<file path="config.mk">
export PLATFORM = sky130hd
export DESIGN_NAME = sram_req_ctrl
export DESIGN_NICKNAME = d
export VERILOG_FILES = /design/src/rtl/sram_req_ctrl.sv
export SDC_FILE = /design/constraint.sdc
export NUM_CORES = 1
export LEC_CHECK = 0
export ABC_AREA = 0
export CAP_MARGIN = 20
export CORE_MARGIN = 1.5
export CORE_UTILIZATION = 40
export DETAILED_ROUTE_END_ITERATION = 8
export PLACE_DENSITY_LB_ADDON = 0.15
export SETUP_SLACK_MARGIN = 0.05
export SLEW_MARGIN = 25
export SYNTH_ARGS = -nofsm -noshare
export SYNTH_HDL_FRONTEND = slang
export SYNTH_SLANG_ARGS = --single-unit
</file>
<file path="constraint.sdc">
create_clock -name clk -period 2.7 [get_ports clk]
set_clock_uncertainty 0.2 [all_clocks]
set_input_delay 0.405 -clock clk [delete_from_list [all_inputs] [get_ports clk]]
set_output_delay 0.405 -clock clk [all_outputs]
set_load 0.005 [all_outputs]
</file>
<file path="src/rtl/sram_req_ctrl.sv">
// Valid/ready request front-end for sram_sp_sky130: single-cycle strobes, fixed-latency
// read tracking and a credit-guarded response FIFO. Optional bit-write mask: SRAM_REQ_CTRL_BWE_EN.
module sram_req_ctrl #(
    parameter int DATA_BIT  = 32,
    parameter int DEPTH     = 128,
    parameter int ADDR_BIT  = $clog2(DEPTH),
    parameter int READ_LAT  = 2,
    parameter int RSP_DEPTH = 4
) (
    input  logic                clk,
    input  logic                rst_n,
    input  logic                req_valid,
    output logic                req_ready,
    input  logic                req_we,
    input  logic [ADDR_BIT-1:0] req_addr,
    input  logic [DATA_BIT-1:0] req_wdata,
`ifdef SRAM_REQ_CTRL_BWE_EN
    input  logic [DATA_BIT-1:0] req_bwe,
`endif
    output logic                rsp_valid,
    input  logic                rsp_ready,
    output logic [DATA_BIT-1:0] rsp_rdata,
    output logic                busy,
    output logic [ADDR_BIT-1:0] sram_addr,
    output logic                sram_wen,
    output logic                sram_ren,
    output logic [DATA_BIT-1:0] sram_wdata,
    output logic [DATA_BIT-1:0] sram_bwe,
    input  logic [DATA_BIT-1:0] sram_rdata
);

    localparam int PTR_BIT = $clog2(RSP_DEPTH);
    localparam int CNT_BIT = $clog2(RSP_DEPTH + 1);

    logic                acc;
    logic                rd_acc;
    logic                wr_acc;
    logic                push;
    logic                pop;
    logic [CNT_BIT-1:0]  credits_reg;
    logic [CNT_BIT-1:0]  credits_next;
    logic [CNT_BIT-1:0]  count_reg;
    logic [CNT_BIT-1:0]  count_next;
    logic [READ_LAT-1:0] pipe_reg;
    logic [READ_LAT-1:0] pipe_next;
    logic [PTR_BIT-1:0]  wr_ptr_reg;
    logic [PTR_BIT-1:0]  rd_ptr_reg;
    logic [PTR_BIT-1:0]  rd_ptr_next;
    logic [DATA_BIT-1:0] head_next;
    logic [DATA_BIT-1:0] fifo_mem [RSP_DEPTH];

    always_comb begin
        acc          = req_valid && req_ready;
        rd_acc       = acc && !req_we;
        wr_acc       = acc && req_we;
        pop          = rsp_valid && rsp_ready;
        push         = pipe_reg[READ_LAT-1];
        credits_next = credits_reg - CNT_BIT'(rd_acc) + CNT_BIT'(pop);
        count_next   = count_reg + CNT_BIT'(push) - CNT_BIT'(pop);
        pipe_next    = {pipe_reg[READ_LAT-2:0], rd_acc};
        rd_ptr_next  = rd_ptr_reg + PTR_BIT'(pop);
        // When the surviving queue is empty the new head is the word being pushed this edge.
        if (push && (count_reg == CNT_BIT'(pop))) begin
            head_next = sram_rdata;
        end else begin
            head_next = fifo_mem[rd_ptr_next];
        end
    end

    always_ff @(posedge clk) begin
        if (push) begin
            fifo_mem[wr_ptr_reg] <= sram_rdata;
        end
    end

    always_ff @(posedge clk or negedge rst_n) begin
        if (!rst_n) begin
            credits_reg <= CNT_BIT'(RSP_DEPTH);
            count_reg   <= '0;
            pipe_reg    <= '0;
            wr_ptr_reg  <= '0;
            rd_ptr_reg  <= '0;
            req_ready   <= 1'b0;
            rsp_valid   <= 1'b0;
            rsp_rdata   <= '0;
            busy        <= 1'b0;
            sram_addr   <= '0;
            sram_wen    <= 1'b0;
            sram_ren    <= 1'b0;
            sram_wdata  <= '0;
            sram_bwe    <= '0;
        end else begin
            credits_reg <= credits_next;
            count_reg   <= count_next;
            pipe_reg    <= pipe_next;
            rd_ptr_reg  <= rd_ptr_next;
            if (push) begin
                wr_ptr_reg <= wr_ptr_reg + PTR_BIT'(1);
            end
            req_ready <= (credits_next != '0);
            rsp_valid <= (count_next != '0);
            if (count_next != '0) begin
                rsp_rdata <= head_next;
            end
            busy     <= (pipe_next != '0) || (count_next != '0) || wr_acc;
            sram_wen <= wr_acc;
            sram_ren <= rd_acc;
            if (acc) begin
                sram_addr  <= req_addr;
                sram_wdata <= req_wdata;
            end
`ifdef SRAM_REQ_CTRL_BWE_EN
            if (wr_acc) begin
                sram_bwe <= req_bwe;
            end
`else
            sram_bwe <= '1;
`endif
        end
    end

    // Credits make these unreachable; they guard against integration mistakes.
    a_no_overflow: assert property (@(posedge clk) disable iff (!rst_n)
        !(push && !pop && (count_reg == CNT_BIT'(RSP_DEPTH))));
    a_strobe_excl: assert property (@(posedge clk) disable iff (!rst_n)
        !(sram_wen && sram_ren));
    a_addr_range: assert property (@(posedge clk) disable iff (!rst_n)
        !(req_valid && req_ready) || (int'(req_addr) < DEPTH));

endmodule

</file>
Word level (Yosys, flattened, before mapping) --
Memories as Yosys holds them, arrays and structs flattened. Cells that the tools add are included.
Cells by class: add/sub/neg operators 6, equal/unequal tests 1, multiplexer cells 3, reductions and logical operators 11
Operator list (number):
- 32-bit two-way mux | 1
- 3-bit by 1-bit adder with 3-bit output | 2
- 3-bit nonzero test | 2
- 3-bit by 1-bit subtractor with 3-bit output | 2
- 1-bit logical AND | 5
- 3-bit by 1-bit equality test with 1-bit output | 1
- 2-bit by 1-bit adder with 2-bit output | 1
- 2-bit by 1-bit adder with 2-bit output (second input constant) | 1
- 1-bit logical OR | 2
- 1-bit two-way mux | 2
- 2-bit nonzero test | 1
- 1-bit logical NOT | 1
Word-level totals: register bits 89, bits in writable memories 128, input port bits 76, output and inout port bits 108, memories kept 1
Memories:
- fifo_mem | depth 4, width 32, read ports 1, clocked after Yosys merged registers in 0, write ports 1, RTL line 50 | logic [DATA_BIT-1:0] fifo_mem [RSP_DEPTH];

Logic depth before layout (Yosys ltp) --
Gate-level depths: netlist of run 1.
word-level depth 5, gate-level depth with buffers 10

Least setup slack after synthesis of run 1 --
No wires, ideal clock.
kind reg2reg, from reg rsp_valid, to reg busy, setup time 0.132 ns, data arrival time 2.462 ns, setup slack -0.093 ns, cell stages (with the launch flop) 9, period minus slack after synthesis 2.793 ns, cell sequence dfrtp_1 > and2_1 > xor2_1 > ha_1 > fa_1 > xnor3_1 > or3_1 > buf_6 > or3b_1
Between the ends: cells in the longest elaborated chain, start to end 5
Ends and longest elaborated chain:
- start, declared | RTL line 20 | output logic rsp_valid,
- start signal, assigned | RTL line 101 | rsp_valid <= (count_next != '0);
- 1-bit logical AND | RTL line 56 | pop = rsp_valid && rsp_ready;
- 3-bit by 1-bit subtractor with 3-bit output | RTL line 59 | count_next = count_reg + CNT_BIT'(push) - CNT_BIT'(pop);
- named net count_next[2] | RTL line 43 | logic [CNT_BIT-1:0] count_next;
- 3-bit nonzero test | RTL line 105 | busy <= (pipe_next != '0) || (count_next != '0) || wr_acc;
- 1-bit logical OR (2 in series) | RTL line 105
- end signal, assigned | RTL line 105
- end, declared | RTL line 23 | output logic busy,
The timed path passes the listed nets, and every way through them passes these cells. A chain may end at the register's enable or synchronous reset.

Final worst setup path of run 1 --
Same ends and word-level chain as after synthesis.

==> results of run 1 <==
Yosys cell counts:
cell type | number | share of area [%]
o211a_1 | 1 | 0.12
xnor3_1 | 1 | 0.27
nand2_1 | 2 | 0.088
conb_1 | 1 | 0.044
mux2i_1 | 32 | 3.8
dfstp_2 | 1 | 0.31
ha_1 | 8 | 1.2
mux2_2 | 39 | 5.2
buf_4 | 31 | 2.7
fa_1 | 2 | 0.47
buf_6 | 1 | 0.13
nand2b_1 | 1 | 0.074
clkbuf_1 | 5 | 0.22
xor2_1 | 4 | 0.41
buf_2 | 14 | 0.82
inv_1 | 7 | 0.31
a21oi_1 | 33 | 1.9
buf_1 | 3 | 0.13
edfxtp_1 | 128 | 45
o21ai_0 | 1 | 0.059
dfrtp_1 | 87 | 26
or3b_1 | 1 | 0.10
mux4_2 | 32 | 8.5
and2_1 | 5 | 0.37
and3_1 | 2 | 0.15
xnor2_1 | 1 | 0.10
nor2_1 | 34 | 1.5
or3_1 | 2 | 0.15
worst max-delay path by stage:
stage,end,startpoint,depth (start not counted)
final,busy,rsp_valid,7
after global routing,rsp_rdata[16],rsp_valid,9
after CTS,sram_bwe[1],sram_bwe[0],1
after detailed placement,rsp_rdata[16],rsp_ready,10
after global placement,busy,rsp_ready,8
after floorplan,busy,rsp_valid,8
worst max-delay path, delay by kind of cell, from the launching register on:
| family | cells | cell delay, ns |
|---|---|---|
| AND/OR/NAND/NOR | 3 | 0.98 |
| XOR/XNOR | 2 | 0.39 |
| flip-flops | 1 | 0.40 |
| adder cells (fa/ha/maj) | 2 | 0.52 |
cell families (layout without fill, tap and decap cells):
| family | Yosys count | count (layout) | synth area share, % |
|---|---|---|---|
| flops | 216 | 216 | 71.2 |
| mux | 103 | 103 | 17.4 |
| buf+inv | 61 | 267 | 4.36 |
| simple gates | 47 | 48 | 2.43 |
| compound gates | 35 | 35 | 2.12 |
| fa+ha+maj | 10 | 10 | 1.65 |
| xor+xnor | 6 | 6 | 0.781 |
| other cells | 1 | 1 | 0.0441 |
power breakdown:
part           switching, mW  internal [mW]
logic                   2.09           2.86
registers              0.307           4.24
clock network           1.23           2.16
total                   3.63           9.25
metal layers:
| metal | GRT usage, % | wire length [um] |
|---|---|---|
| met1 | 20.4 | 7790 |
| met2 | 27.2 | 9080 |
| met3 | 3.44 | 1210 |
| met4 | 3.86 | 251 |
| met5 | 0 | 0 |
area by class of cell:
| class | instances | area, sq um | area share (%) |
|---|---|---|---|
| inverters | 7 | 26.3 | 0.225 |
| well taps | 275 | 344 | 2.94 |
| clock buffers | 30 | 643 | 5.50 |
| clock inverters | 11 | 186 | 1.60 |
| flip-flops and latches | 216 | 6050 | 51.8 |
| repair buffers | 219 | 2310 | 19.7 |
| multi-input cells | 203 | 2130 | 18.2 |
per-stage QoR:
step,TNS (ns),instances,utilization [%],cell area [sq um]
after floorplan,0,479,-,8500
after global placement,-7.50,912,51.0,10700
after detailed placement,-10.37,912,51.0,10700
after CTS,0,954,55.0,11500
after global routing,0,961,55.8,11700
final,0,961,55.8,11700
what timing repair did:
action | 4_1_cts | 5_1_grt
resized for setup | 0 | 5
hold buffers | 1 | 0
endpoints found under the hold margin | 32 | 0
setup endpoints to repair | 0 | 56
==> summary.md, run 1 <==
| Metric | Value |
|---|---|
| Full die area | between 20000 and 25000 sq um |
| Layout cell share with drive strength beyond 1 | between 20 and 25% |
| Startpoint class of the critical path | register |
| Fillers | 1681 |
| Achievable frequency | about 0.38 GHz |
| Mapped cell area | about 8500 sq um |
| CP max-delay cell | or3_4 |
| Worst EP required | 2.87 ns |
| Core ar. | ~21000 sq um |
| Largest registers | fifo_mem: 128 flops, rsp_rdata: 32 flops, sram_wdata: 32 flops |
| Seq/Total Area, Yosys | a little under three quarters |
| Initial DRC Count | 261 |
| Most flops, register | fifo_mem |
| Maximum buffer depth of the clock tree | 3 |
| Power density over the cells | between 1000 and 1500 nW/um^2 |
| Final total power | about 13 mW |
| Hold Path Depth | 0 |
| Clk Latency, worst-skew pair | ~0.50 ns |
| Row count | 53 |
| Worst slew margin | between 60 and 70% |
| CTS tree | done |
| Reg-to-reg setup timing slack | 0.1 ns |
| Final hold vios | 0 |
| Routability cong. | about 0.73 |
| Hold WS | 0.211 ns |
| Status | finished clean |
| Port bufs | about 180 |
| Die Wd | ~150 um |
| Die H | approximately 150 um |
| Measured slew at the worst slew-check pin | 0.534 ns |
| Setup crit end kind | register |
| Worst EP arrival | about 2.8 ns |
| Distinct cells, synth | 28 |
| Crit Path Max Fanout | 5 |
| Worst reg2reg path startpoint | rsp_valid |
| Hold Crit Class | reg -> reg |
| Slowest stage delay, CP | about 0.44 ns |
| Gr usage total | around 16% |
| End point of the worst hold path | pipe_reg[1] |
| Post-synth net total | between 500 and 600 |
| Routed WL | around 18 mm |
| Post-place setup slack | -0.336 ns |
| Total setup buffers inserted after CTS | 0 |
| Clock-pin slew on the worst setup and hold paths | ~0.060 ns |
| Initial antenna violation count | 0 |
| CP Class | reg -> reg |
| HP Start | pipe_reg[0] |
| Area Growth Syn to Fin | 37.5% |
| Vias | ~4.7k |
| Clock Sinks | 216 |
| Vias in the first global route | 4891 |
| Inserted Clock Buffers | 23 |
| Max reg flops | ~130 |
| Diode count | 0 |
| Max VDD drop | between 0.6 and 0.7 mV |
| Critical path cell sequence | and2_4, xor2_1, ha_2, fa_2, xnor3_1, or3_4, or3b_1 |
| Pleak | between 4 and 5 nW |
| Ys Warns | 0 |
| Antenna Nets Post-Route | 0 |
| Reg2reg path depth | 7 |
| DR pass1 iterations | 4 |
| Worst setup margin | 0.0957 ns |
| Initial core utilization | 40.5% |
| Fin crit share | a little over nine tenths |
| Setup violators final | 0 |
| DR WL/cell | 19.1 um |
| First-pass GRT wire length | 27.0 mm |
| FF-to-FF End | busy |
| Number of I/O pins | 184 |
| Synth Register Bits | 216 |
| Dpl hpwl | roughly 11 mm |
| Via density | 4.91 |
| Max_cap viols | 0 |
| Mapped Avg Cell Area | between 15 and 20 sq um |
| Synthesized instance count | about 480 |
| Htree depth | 1 |
| Largest net degree at the start of global routing | 57 |
| Max Transition Viols Final | 0 |
| Commonest non-fill, non-tap cells in the layout | clkdlybuf4s50_1, edfxtp_1, dfrtp_1 |
| RSZ-0062 raised after global routing | true |
| GRT Residual Overflow | 0 |
| Clock root cell | clkbuf_16 |
| Final net count | around 760 |
| DRC violations left | 0 |
| Commonest non-fill, non-tap cell in the layout | clkdlybuf4s50_1 |
| Final Critical Period | ~2.6 ns |
No activity file was read; power rests on OpenSTA's default activity.
==> inputs of run 2 (changes only) <==
--- a/config.mk
+++ b/config.mk
@@ -12,7 +12,7 @@
 export DETAILED_ROUTE_END_ITERATION = 8
 export PLACE_DENSITY_LB_ADDON = 0.15
 export SETUP_SLACK_MARGIN = 0.05
-export SLEW_MARGIN = 25
+export SLEW_MARGIN = 20
 export SYNTH_ARGS = -nofsm -noshare
 export SYNTH_HDL_FRONTEND = slang
 export SYNTH_SLANG_ARGS = --single-unit
==> results of run 2 <==
The final DEF is identical to that of run 1; final timing and power are the same.
